--- src/rtl/barrel_pkg.sv ---
// Shared definitions for the pipelined barrel shifter.
//   barrel_mode_e      shift/rotate mode encodings (5-7 are reserved)
//   is_reserved_mode() true for any encoding outside the defined modes
package barrel_pkg;

    typedef enum logic [2:0] {
        MODE_LSL = 3'd0,
        MODE_LSR = 3'd1,
        MODE_ASR = 3'd2,
        MODE_ROL = 3'd3,
        MODE_ROR = 3'd4
    } barrel_mode_e;

    function automatic logic is_reserved_mode(input logic [2:0] mode);
        return mode > 3'(MODE_ROR);
    endfunction

endpackage

--- src/rtl/barrel_stage.sv ---
// One register stage of the barrel shifter pipeline.
// Applies a shift/rotate by 2^STAGE_IDX when amt_i[STAGE_IDX] is set and
// registers the result together with the sideband fields.
// Ports:
//   clk, rst_n                       clock, async active-low reset
//   valid_i/ready_o                  upstream handshake
//   data_i, amt_i, mode_i, tag_i, err_i   beat fields from the previous stage
//   valid_o/ready_i                  downstream handshake
//   data_o, amt_o, mode_o, tag_o, err_o   registered beat fields
module barrel_stage
    import barrel_pkg::*;
#(
    parameter int WIDTH     = 32,
    parameter int STAGE_IDX = 0,
    parameter int TAG_W     = 4
) (
    input  logic                     clk,
    input  logic                     rst_n,
    input  logic                     valid_i,
    output logic                     ready_o,
    input  logic [WIDTH-1:0]         data_i,
    input  logic [$clog2(WIDTH)-1:0] amt_i,
    input  logic [2:0]               mode_i,
    input  logic [TAG_W-1:0]         tag_i,
    input  logic                     err_i,
    output logic                     valid_o,
    input  logic                     ready_i,
    output logic [WIDTH-1:0]         data_o,
    output logic [$clog2(WIDTH)-1:0] amt_o,
    output logic [2:0]               mode_o,
    output logic [TAG_W-1:0]         tag_o,
    output logic                     err_o
);

    localparam int SHW = $clog2(WIDTH);
    localparam int D   = 1 << STAGE_IDX;

    logic             valid_q;
    logic [WIDTH-1:0] data_q, data_d;
    logic [SHW-1:0]   amt_q;
    logic [2:0]       mode_q;
    logic [TAG_W-1:0] tag_q;
    logic             err_q;
    logic             load;

    // An empty stage always accepts, so bubbles never stall the stage behind it.
    assign load    = !valid_q || ready_i;
    assign ready_o = load;

    always_comb begin
        data_d = data_i;
        if (amt_i[STAGE_IDX] && !err_i) begin
            case (mode_i)
                MODE_LSL: data_d = {data_i[WIDTH-1-D:0], {D{1'b0}}};
                MODE_LSR: data_d = {{D{1'b0}}, data_i[WIDTH-1:D]};
                MODE_ASR: data_d = {{D{data_i[WIDTH-1]}}, data_i[WIDTH-1:D]};
                MODE_ROL: data_d = {data_i[WIDTH-1-D:0], data_i[WIDTH-1:WIDTH-D]};
                MODE_ROR: data_d = {data_i[D-1:0], data_i[WIDTH-1:D]};
                default:  data_d = data_i;
            endcase
        end
    end

    always_ff @(posedge clk or negedge rst_n) begin
        if (!rst_n) begin
            valid_q <= 1'b0;
            data_q  <= '0;
            amt_q   <= '0;
            mode_q  <= '0;
            tag_q   <= '0;
            err_q   <= 1'b0;
        end else if (load) begin
            valid_q <= valid_i;
            // Payload only moves with a real beat so idle slots do not toggle.
            if (valid_i) begin
                data_q <= data_d;
                amt_q  <= amt_i;
                mode_q <= mode_i;
                tag_q  <= tag_i;
                err_q  <= err_i;
            end
        end
    end

    assign valid_o = valid_q;
    assign data_o  = data_q;
    assign amt_o   = amt_q;
    assign mode_o  = mode_q;
    assign tag_o   = tag_q;
    assign err_o   = err_q;

endmodule

--- src/rtl/barrel_shifter_pipe.sv ---
// Pipelined barrel shifter: log2(WIDTH) registered stages, stage k shifts by
// 2^k when bit k of the amount is set. Valid/ready on both sides, TAG sideband.
// Ports:
//   clk, rst_n                     clock, async active-low reset
//   in_valid/in_ready              input handshake
//   in_data, in_amt, in_mode, in_tag   operand, amount, mode (0-4, 5-7 reserved), tag
//   out_valid/out_ready            output handshake
//   out_data, out_tag              result and its tag
//   out_zero                       out_data == 0 (only while out_valid)
//   out_err                        beat carried a reserved mode
module barrel_shifter_pipe
    import barrel_pkg::*;
#(
    parameter int WIDTH = 32,
    parameter int TAG_W = 4
) (
    input  logic                     clk,
    input  logic                     rst_n,
    input  logic                     in_valid,
    output logic                     in_ready,
    input  logic [WIDTH-1:0]         in_data,
    input  logic [$clog2(WIDTH)-1:0] in_amt,
    input  logic [2:0]               in_mode,
    input  logic [TAG_W-1:0]         in_tag,
    output logic                     out_valid,
    input  logic                     out_ready,
    output logic [WIDTH-1:0]         out_data,
    output logic [TAG_W-1:0]         out_tag,
    output logic                     out_zero,
    output logic                     out_err
);

    localparam int SHW = $clog2(WIDTH);

    // Index 0 is the pipeline input; index k+1 is the output of stage k.
    logic [SHW:0]     vld;
    logic [SHW:0]     rdy;
    logic [SHW:0]     err;
    logic [WIDTH-1:0] dat [SHW+1];
    logic [SHW-1:0]   amt [SHW+1];
    logic [2:0]       mod [SHW+1];
    logic [TAG_W-1:0] tag [SHW+1];

    assign vld[0] = in_valid;
    assign dat[0] = in_data;
    assign amt[0] = in_amt;
    assign mod[0] = in_mode;
    assign tag[0] = in_tag;
    assign err[0] = is_reserved_mode(in_mode);

    assign rdy[SHW] = out_ready;
    assign in_ready = rdy[0];

    for (genvar k = 0; k < SHW; k++) begin : g_stage
        barrel_stage #(
            .WIDTH     (WIDTH),
            .STAGE_IDX (k),
            .TAG_W     (TAG_W)
        ) u_stage (
            .clk     (clk),
            .rst_n   (rst_n),
            .valid_i (vld[k]),
            .ready_o (rdy[k]),
            .data_i  (dat[k]),
            .amt_i   (amt[k]),
            .mode_i  (mod[k]),
            .tag_i   (tag[k]),
            .err_i   (err[k]),
            .valid_o (vld[k+1]),
            .ready_i (rdy[k+1]),
            .data_o  (dat[k+1]),
            .amt_o   (amt[k+1]),
            .mode_o  (mod[k+1]),
            .tag_o   (tag[k+1]),
            .err_o   (err[k+1])
        );
    end

    // Amount and mode are fully consumed by the last stage.
    logic unused_tail;
    assign unused_tail = ^{amt[SHW], mod[SHW]};

    assign out_valid = vld[SHW];
    assign out_data  = dat[SHW];
    assign out_tag   = tag[SHW];
    assign out_err   = err[SHW];
    assign out_zero  = vld[SHW] && (dat[SHW] == '0);

endmodule
--- config.mk ---
export PLATFORM = sky130hd
export DESIGN_NAME = barrel_shifter_pipe
export DESIGN_NICKNAME = d
export VERILOG_FILES = /design/src/rtl/barrel_pkg.sv /design/src/rtl/barrel_stage.sv /design/src/rtl/barrel_shifter_pipe.sv
export SDC_FILE = /design/constraint.sdc
export NUM_CORES = 1
export LEC_CHECK = 0
export BUFFER_PORTS_ARGS = -buffer_cell sky130_fd_sc_hd__clkbuf_2
export CAP_MARGIN = 0
export CORE_MARGIN = 5
export CORE_UTILIZATION = 52
export DETAILED_ROUTE_END_ITERATION = 7
export PLACE_DENSITY = 0.7
export SLEW_MARGIN = 20
export SYNTH_ARGS = -nofsm -noshare
export SYNTH_HDL_FRONTEND = slang
export SYNTH_SLANG_ARGS = --single-unit
--- constraint.sdc ---
create_clock -name clk -period 2.1 [get_ports clk]
set_clock_uncertainty 0.2 [all_clocks]
set_input_delay 0 -clock clk [delete_from_list [all_inputs] [get_ports clk]]
set_output_delay 0 -clock clk [all_outputs]
set_load 0.02 [all_outputs]
==> flow_results.xml, run 1 <==
<?xml version="1.0" encoding="UTF-8"?>
<metrics>
  <group name="layout">
    <metric name="drive_above_1_share" unit="">0.209</metric>
    <metric name="n_antenna_cell" unit="">0</metric>
    <metric name="final_net_count" unit="">1348</metric>
    <metric name="layout.core_utilization" unit="">0.638</metric>
    <metric name="instances_no_fill" unit="">1598</metric>
    <metric name="syn_to_final_growth" unit="%">19.8</metric>
  </group>
  <group name="timing">
    <metric name="timing.final.setup_violations" unit="">0</metric>
    <metric name="slew_viol_final" unit="">0</metric>
    <metric name="final-hold-violation-count" unit="">0</metric>
    <metric name="period_needed" unit="ns">2.07</metric>
    <metric name="timing.slew.headroom" unit="">0.561</metric>
    <metric name="fin_ws" unit="ns">0.0298</metric>
    <metric name="final.period_utilization" unit="">0.986</metric>
    <metric name="fmax" unit="GHz">0.483</metric>
    <metric name="worst_hold_slack" unit="ns">0.0383</metric>
    <metric name="worst_pin_slew" unit="ns">0.656</metric>
  </group>
  <group name="logic_synthesis">
    <metric name="seq_area_frac_synth" unit="">0.454</metric>
    <metric name="ys.flop_type" unit="">dfrtp_1</metric>
    <metric name="synth.yosys.warnings" unit="">0</metric>
    <metric name="syn-instance-count" unit="">1203</metric>
    <metric name="synth_enable_flop_cells" unit="">0</metric>
    <metric name="syn_area_per_cell" unit="um2">9.72</metric>
    <metric name="synth_top_cells_by_area" unit="">dfrtp_1, a221oi_1, nand2_1</metric>
    <metric name="portion_of_synthesized_cell_area_occupied_by_the_leading_cell_type" unit="">0.454</metric>
    <metric name="synth_async_sr_flop_share" unit="">1.00</metric>
    <metric name="postSynthRegisterBits" unit="">212</metric>
    <metric name="synth.net_count" unit="">1251</metric>
    <metric name="synthDistinctLibCells" unit="">66</metric>
    <metric name="netlist_area" unit="um2">11700</metric>
    <metric name="yosysMostFrequentCell" unit="">dfrtp_1</metric>
    <metric name="synth_commonest_cells" unit="">dfrtp_1, nand2_1, o21ai_0, o21ai_1, a221oi_1</metric>
    <metric name="synth_largest_area_cell" unit="">dfrtp_1</metric>
  </group>
  <group name="setup_path">
    <metric name="endpoint" unit="">g_stage[0].u_stage.data_o[31]$_DFFE_PN0P_</metric>
    <metric name="worst_r2r_path_depth" unit="">6</metric>
    <metric name="maximum_net_fanout_on_the_critical_path" unit="">22</metric>
    <metric name="crit-reg2reg-capture" unit="">g_stage[3].u_stage.data_o[19]$_DFFE_PN0P_</metric>
    <metric name="criticalPathCategory" unit="">in2reg</metric>
    <metric name="data_required_time_of_the_worst_path" unit="ns">2.29</metric>
    <metric name="cp_cell_sequence" unit="">clkbuf_2 -&gt; dlygate4sd3_1 -&gt; xor2_2 -&gt; buf_6 -&gt; nor2_1 -&gt; a222oi_1 -&gt; dlygate4sd3_1 -&gt; o21ai_0</metric>
    <metric name="critical_path.slowest_cell" unit="">dlygate4sd3_1</metric>
    <metric name="rr_startpoint" unit="">g_stage[2].u_stage.mode_o[1]$_DFFE_PN0P_</metric>
    <metric name="worst-endpoint-arrival" unit="ns">2.26</metric>
    <metric name="cp_num_cells" unit="">8</metric>
    <metric name="timing.critical_path.max_delay_family" unit="">buffers and inverters</metric>
    <metric name="worst_reg_to_reg_setup_slack" unit="ns">0.14</metric>
    <metric name="crit_end_element" unit="">flip-flop</metric>
    <metric name="cp.buffers_inverters" unit="">4</metric>
    <metric name="most_numerous_cell_on_the_critical_path" unit="">dlygate4sd3_1</metric>
    <metric name="critical-path-max-stage-delay" unit="ns">0.64</metric>
    <metric name="crit_path_start" unit="">in_mode[1]</metric>
    <metric name="start_kind" unit="">input pin</metric>
  </group>
  <group name="status">
    <metric name="run_status" unit="">complete, no violations</metric>
  </group>
  <group name="placement">
    <metric name="place_worst_setup_slack" unit="ns">-0.133</metric>
    <metric name="post-dp-hpwl" unit="um">21200</metric>
    <metric name="port_buffers" unit="">87</metric>
    <metric name="gp_routability_congestion" unit="">0.874</metric>
    <metric name="placed_cells" unit="">1482</metric>
  </group>
  <group name="clock_tree">
    <metric name="clk_pin_slew_worst_paths" unit="ns">0.06</metric>
    <metric name="htreeDepth" unit="">1</metric>
    <metric name="clock-sinks" unit="">212</metric>
    <metric name="worstSkewPairLatency" unit="ns">0.51</metric>
    <metric name="tritoncts.num_buffers" unit="">24</metric>
    <metric name="clockRootBuffer" unit="">clkbuf_16</metric>
    <metric name="clk_path_buf_depth" unit="">3</metric>
    <metric name="tritoncts" unit="">built</metric>
  </group>
  <group name="power_and_ir_drop">
    <metric name="leakage" unit="nW">5.80</metric>
    <metric name="post-layout-total-power" unit="mW">18.9</metric>
    <metric name="power_density" unit="nW/um2">1350</metric>
    <metric name="peakVddDrop" unit="mV">0.599</metric>
  </group>
  <group name="drt">
    <metric name="drt_drc_violations_left" unit="">0</metric>
    <metric name="initialDrtViolationCount" unit="">959</metric>
    <metric name="postRouteAntennaNets" unit="">0</metric>
    <metric name="wl_per_cell" unit="um">20.1</metric>
    <metric name="dr_total_vias" unit="">10216</metric>
    <metric name="totalWireLength" unit="um">32100</metric>
    <metric name="vias_per_cell" unit="">6.39</metric>
    <metric name="firstDrtPassIters" unit="">5</metric>
  </group>
  <group name="global_route">
    <metric name="grt_overflow_total" unit="">0</metric>
    <metric name="grt_max_degree" unit="">59</metric>
    <metric name="antenna_found_initial" unit="">0</metric>
    <metric name="grt_use_total" unit="">0.244</metric>
    <metric name="vias_in_the_first_global_route" unit="">10018</metric>
    <metric name="grt_first_pass_wirelength" unit="um">53200</metric>
  </group>
  <group name="floorplan">
    <metric name="row_count" unit="">54</metric>
    <metric name="core" unit="um2">22000</metric>
    <metric name="die_h" unit="um">160</metric>
    <metric name="fp.dieArea" unit="um2">25600</metric>
    <metric name="die_width" unit="um">160</metric>
    <metric name="initial_core_utilization" unit="">0.533</metric>
    <metric name="ios" unit="">88</metric>
  </group>
  <group name="run">
    <metric name="drv_cap" unit="">0</metric>
  </group>
  <group name="hold_path">
    <metric name="timing.hold.worst.class" unit="">in2reg</metric>
  </group>
</metrics>
-- worst min-delay path by stage --
stage / startpoint / endpoint / slack (ns) / cells past startpoint
after floorplan: rst_n / g_stage[0].u_stage.amt_o[1]$_DFFE_PN0P_ / -0.50 / 0
after global routing: in_amt[3] / g_stage[0].u_stage.amt_o[3]$_DFFE_PN0P_ / 0.06 / 3
after CTS: in_mode[0] / g_stage[0].u_stage.data_o[2]$_DFFE_PN0P_ / 0.01 / 5
final: in_amt[1] / g_stage[0].u_stage.amt_o[1]$_DFFE_PN0P_ / 0.04 / 3
after detailed placement: rst_n / g_stage[4].u_stage.tag_o[3]$_DFFE_PN0P_ / -0.23 / 1
after global placement: rst_n / g_stage[3].u_stage.tag_o[2]$_DFFE_PN0P_ / -0.22 / 1
-- layout make-up --
class,count,area (um2)
Fill cell,1740,7950
Clock buffer,34,729
Inverter,4,15.0
Tap cell,280,350
Multi-Input combinational cell,842,5650
Sequential cell,212,5310
Timing Repair Buffer,216,1780
Clock inverter,10,175
-- worst min-delay path, cell delays in order --
cell	delay [ns]
dlygate4sd3_1	0.52
clkbuf_2	0.09
mux2_1	0.11
-- metal layers --
| layer | track usage | routed length [um] |
|---|---|---|
| met5 | 0 | 0 |
| met2 | 0.400 | 15400 |
| met4 | 0.0810 | 935 |
| met1 | 0.338 | 14000 |
| met3 | 0.0338 | 1740 |
-- through the flow --
step | cell area [um2] | TNS, ns
floorplan | 11700 | 0
global placement | 12300 | -2.15
detailed placement | 12300 | -2.49
CTS | 13900 | 0
global route | 14000 | -0.0478
finish | 14000 | 0
-- where the power goes --
part           switching, mW  total, mW  internal [mW]
logic                   3.83       6.76           2.93
registers               1.88       7.47           5.59
clock network           1.69       4.71           3.02
-- sequential cells by signal, indices dropped and copies added, names as in the netlist --
register / cells
g_stage.u_stage.data_o: 160
g_stage.u_stage.amt_o: 10
g_stage.u_stage.mode_o: 12
g_stage.u_stage.err_o: 5
g_stage.u_stage.tag_o: 20
g_stage.u_stage.valid_o: 5
-- cell families after synthesis --
family	synth area share
AO/OA/AOI/OAI	0.283
XOR/XNOR	0.00439
buffers and inverters	0.0711
flip-flops	0.454
multiplexers	0.0554
AND/OR/NAND/NOR	0.132
-- timing repair --
item | in CTS | in global routing
hold buffers | 71 | 0
pin swaps | 0 | 5
buffers inserted | 0 | 0
cloned | 0 | 1
endpoints found under the hold margin | 270 | 0
gates resized for setup | 2 | 13
setup endpoints to repair | 25 | 56
-- cell usage in the layout, fill, tap and decap left out, types with 3 or more instances in the layout --
cell / synthesis / layout
a21oi_1: 20 / 19
a21oi_4: 1 / 3
a221oi_1: 72 / 72
a22oi_1: 20 / 20
a31oi_1: 20 / 20
and2_1: 5 / 5
and3_1: 8 / 8
buf_12: 0 / 15
buf_4: 46 / 43
bufinv_16: 0 / 5
clkbuf_16: 0 / 25
clkbuf_2: 2 / 85
clkbuf_8: 0 / 8
clkinv_2: 0 / 5
dfrtp_1: 212 / 211
dlygate4sd3_1: 0 / 71
inv_1: 4 / 4
mux2_1: 17 / 17
mux2_2: 37 / 37
mux2i_1: 4 / 4
nand2_1: 168 / 168
nand2b_1: 7 / 6
nand3b_1: 17 / 17
nor2_1: 24 / 24
nor2b_1: 8 / 8
nor3_1: 64 / 63
nor4_1: 6 / 5
o2111ai_1: 8 / 8
o21a_1: 4 / 3
o21ai_0: 78 / 78
o21ai_1: 76 / 76
o221a_2: 8 / 8
o22ai_1: 36 / 36
o2bb2ai_1: 56 / 56
o41ai_1: 11 / 10
o41ai_2: 19 / 20
or2_0: 3 / 3
xor2_1: 3 / 3
(Power assumes the default switching activity.)
==> run 2: changes to the inputs <==
Settings changed: CORE_MARGIN 5 to default.
==> flow_results.xml, run 2 (same netlist as run 1, synthesis figures left out) <==
<?xml version="1.0" encoding="UTF-8"?>
<metrics>
  <group name="layout">
    <metric name="n_antenna_cell" unit="">0</metric>
    <metric name="largest_register_ffs" unit="">160</metric>
    <metric name="final_net_count" unit="">1335</metric>
    <metric name="layout_commonest_cell" unit="">dfrtp_1</metric>
    <metric name="syn_to_final_growth" unit="%">17.6</metric>
    <metric name="fin_area" unit="um2">13800</metric>
    <metric name="layout.cells.most_common_list" unit="">dfrtp_1, nand2_1, clkbuf_2</metric>
    <metric name="layout.filler_cells" unit="">1811</metric>
    <metric name="drive_above_1_share" unit="">0.204</metric>
  </group>
  <group name="drt">
    <metric name="wl_per_cell" unit="um">19.6</metric>
    <metric name="firstDrtPassIters" unit="">7</metric>
    <metric name="drt_drc_violations_left" unit="">24</metric>
    <metric name="initialDrtViolationCount" unit="">787</metric>
    <metric name="dr_total_vias" unit="">10106</metric>
    <metric name="vias_per_cell" unit="">6.39</metric>
    <metric name="totalWireLength" unit="um">31000</metric>
    <metric name="postRouteAntennaNets" unit="">0</metric>
  </group>
  <group name="global_route">
    <metric name="vias_in_the_first_global_route" unit="">9679</metric>
    <metric name="grt_first_pass_wirelength" unit="um">51700</metric>
    <metric name="grt_overflow_total" unit="">0</metric>
    <metric name="antenna_found_initial" unit="">0</metric>
    <metric name="grt_use_total" unit="">0.270</metric>
    <metric name="grt_max_degree" unit="">84</metric>
  </group>
  <group name="placement">
    <metric name="post-dp-hpwl" unit="um">20300</metric>
    <metric name="postPlaceCellArea" unit="um2">12300</metric>
    <metric name="port_buffers" unit="">87</metric>
    <metric name="place_worst_setup_slack" unit="ns">-0.0907</metric>
    <metric name="gp_routability_congestion" unit="">0.846</metric>
  </group>
  <group name="timing">
    <metric name="worst_pin_slew" unit="ns">0.613</metric>
    <metric name="final-hold-violation-count" unit="">0</metric>
    <metric name="timing.slew.headroom" unit="">0.585</metric>
    <metric name="timing.final.setup_violations" unit="">0</metric>
    <metric name="final.period_utilization" unit="">0.956</metric>
    <metric name="grt_setup_unrepaired" unit="">false</metric>
    <metric name="slew_viol_final" unit="">0</metric>
    <metric name="fmax" unit="GHz">0.498</metric>
    <metric name="fin_ws" unit="ns">0.0929</metric>
    <metric name="worst_hold_slack" unit="ns">0.00673</metric>
    <metric name="period_needed" unit="ns">2.01</metric>
  </group>
  <group name="setup_path">
    <metric name="criticalPathCategory" unit="">in2reg</metric>
    <metric name="cp.buffers_inverters" unit="">4</metric>
    <metric name="worst-endpoint-arrival" unit="ns">2.19</metric>
    <metric name="maximum_net_fanout_on_the_critical_path" unit="">31</metric>
    <metric name="crit_end_element" unit="">flip-flop</metric>
    <metric name="critical-path-max-stage-delay" unit="ns">0.57</metric>
    <metric name="crit-reg2reg-capture" unit="">g_stage[3].u_stage.data_o[5]$_DFFE_PN0P_</metric>
    <metric name="start_kind" unit="">input pin</metric>
    <metric name="most_numerous_cell_on_the_critical_path" unit="">dlygate4sd3_1</metric>
    <metric name="data_required_time_of_the_worst_path" unit="ns">2.28</metric>
    <metric name="worst_reg_to_reg_setup_slack" unit="ns">0.14</metric>
    <metric name="worst_r2r_path_depth" unit="">5</metric>
    <metric name="timing.critical_path.max_delay_family" unit="">buffers and inverters</metric>
    <metric name="critical_path.slowest_cell" unit="">dlygate4sd3_1</metric>
    <metric name="rr_startpoint" unit="">g_stage[2].u_stage.mode_o[0]$_DFFE_PN0P_</metric>
    <metric name="cp_cell_sequence" unit="">dlygate4sd3_1 -&gt; clkbuf_2 -&gt; o21ai_2 -&gt; and2_1 -&gt; buf_12 -&gt; o22ai_1 -&gt; dlygate4sd3_1 -&gt; o41ai_1</metric>
  </group>
  <group name="clock_tree">
    <metric name="worstSkewPairLatency" unit="ns">0.51</metric>
    <metric name="htreeDepth" unit="">1</metric>
    <metric name="postCtsSetupRepairBufs" unit="">0</metric>
    <metric name="tritoncts.num_buffers" unit="">23</metric>
    <metric name="clockRootBuffer" unit="">clkbuf_16</metric>
    <metric name="clk_path_buf_depth" unit="">3</metric>
    <metric name="tritoncts" unit="">built</metric>
    <metric name="clk_pin_slew_worst_paths" unit="ns">0.06</metric>
    <metric name="clock-sinks" unit="">212</metric>
  </group>
  <group name="floorplan">
    <metric name="row_count" unit="">54</metric>
    <metric name="ios" unit="">88</metric>
    <metric name="fp.dieArea" unit="um2">23100</metric>
    <metric name="die_h" unit="um">152</metric>
    <metric name="initial_core_utilization" unit="">0.533</metric>
    <metric name="core" unit="um2">22000</metric>
    <metric name="die_width" unit="um">152</metric>
  </group>
  <group name="run">
    <metric name="drv_cap" unit="">0</metric>
  </group>
  <group name="status">
    <metric name="run_status" unit="">finished, violations left</metric>
    <metric name="violated_checks" unit="">design-rule violations</metric>
  </group>
  <group name="power_and_ir_drop">
    <metric name="post-layout-total-power" unit="mW">18.3</metric>
    <metric name="leakage" unit="nW">5.65</metric>
    <metric name="power_density" unit="nW/um2">1330</metric>
    <metric name="peakVddDrop" unit="mV">0.714</metric>
  </group>
  <group name="hold_path">
    <metric name="worstHoldEndpoint" unit="">g_stage[0].u_stage.data_o[0]$_DFFE_PN0P_</metric>
    <metric name="timing.hold.worst.class" unit="">in2reg</metric>
    <metric name="timing.hold.worst.start" unit="">in_mode[0]</metric>
    <metric name="worstHoldPathCells" unit="">5</metric>
  </group>
</metrics>
run 2: cell count changes in the layout (fill, tap and decap cells not counted), sizes merged:
cell	before	now
a21oi	23	22
buf	59	56
bufinv	5	2
clkbuf	120	118
clkinv	5	2
clkinvlp	0	4
dlygate4sd3	71	63
run 2: routing by layer:
metal	global-route usage	part of all wire	up-vias
met1	0.371	0.44	4881
li1	-	-	4747
met5	0	0	-
met3	0.0297	0.051	64
met4	0.0962	0.028	0
met2	0.446	0.48	414
run 2: area by class of cell:
type,instances,area (um2),area share
Sequential cell,212,5310,0.386
Inverter,4,15.0,0.00109
Tap cell,280,350,0.0255
Timing Repair Buffer,205,1700,0.124
Multi-Input combinational cell,841,5620,0.409
Clock buffer,32,659,0.0479
Clock inverter,8,100,0.00728
run 2: worst max-delay path by stage:
stage | cells past startpoint | to | slack [ns] | start
after floorplan | 5 | g_stage[1].u_stage.amt_o[4]$_DFFE_PN0P_ | 0.22 | g_stage[4].u_stage.valid_o$_DFFE_PN0P_
after global placement | 4 | g_stage[2].u_stage.data_o[23]$_DFFE_PN0P_ | -0.06 | g_stage[1].u_stage.mode_o[1]$_DFFE_PN0P_
after detailed placement | 4 | g_stage[2].u_stage.data_o[15]$_DFFE_PN0P_ | -0.09 | g_stage[1].u_stage.mode_o[1]$_DFFE_PN0P_
after CTS | 5 | out_zero | 0.02 | g_stage[4].u_stage.data_o[3]$_DFFE_PN0P_
after global routing | 5 | out_zero | 0.005 | g_stage[4].u_stage.data_o[3]$_DFFE_PN0P_
final | 8 | g_stage[0].u_stage.data_o[5]$_DFFE_PN0P_ | 0.09 | in_mode[2]
run 2: worst register-to-register path: stages, from the launching register on:
cell and delay (ns):
dfrtp_1 0.56, buf_4 0.26, mux2_2 0.35, a22oi_1 0.14, o2111ai_1 0.17, o221a_2 0.17
run 2: report_power, final:
| group | switching [mW] | leakage (nW) | total [mW] | internal [mW] |
|---|---|---|---|---|
| Clock | 1.64 | 0.361 | 4.08 | 2.43 |
| Combinational | 3.82 | 2.72 | 6.74 | 2.92 |
| Sequential | 1.84 | 2.57 | 7.43 | 5.59 |
run 2: repair_timing:
action / 4_1_cts / 5_1_grt
hold endpoints to repair: 261 / 0
gates resized for setup: 1 / 10
setup endpoints to repair: 24 / 24
pin swaps: 0 / 1
hold buffers: 64 / 0
run 2: metrics by stage:
step,instances,setup TNS (ns),util
after CTS,1582,0,0.625
after detailed placement,1478,-1.35,0.560
after floorplan,1203,0,-
after global placement,1478,-1.39,0.560
final,1582,0,0.626
after global routing,1582,0,0.626
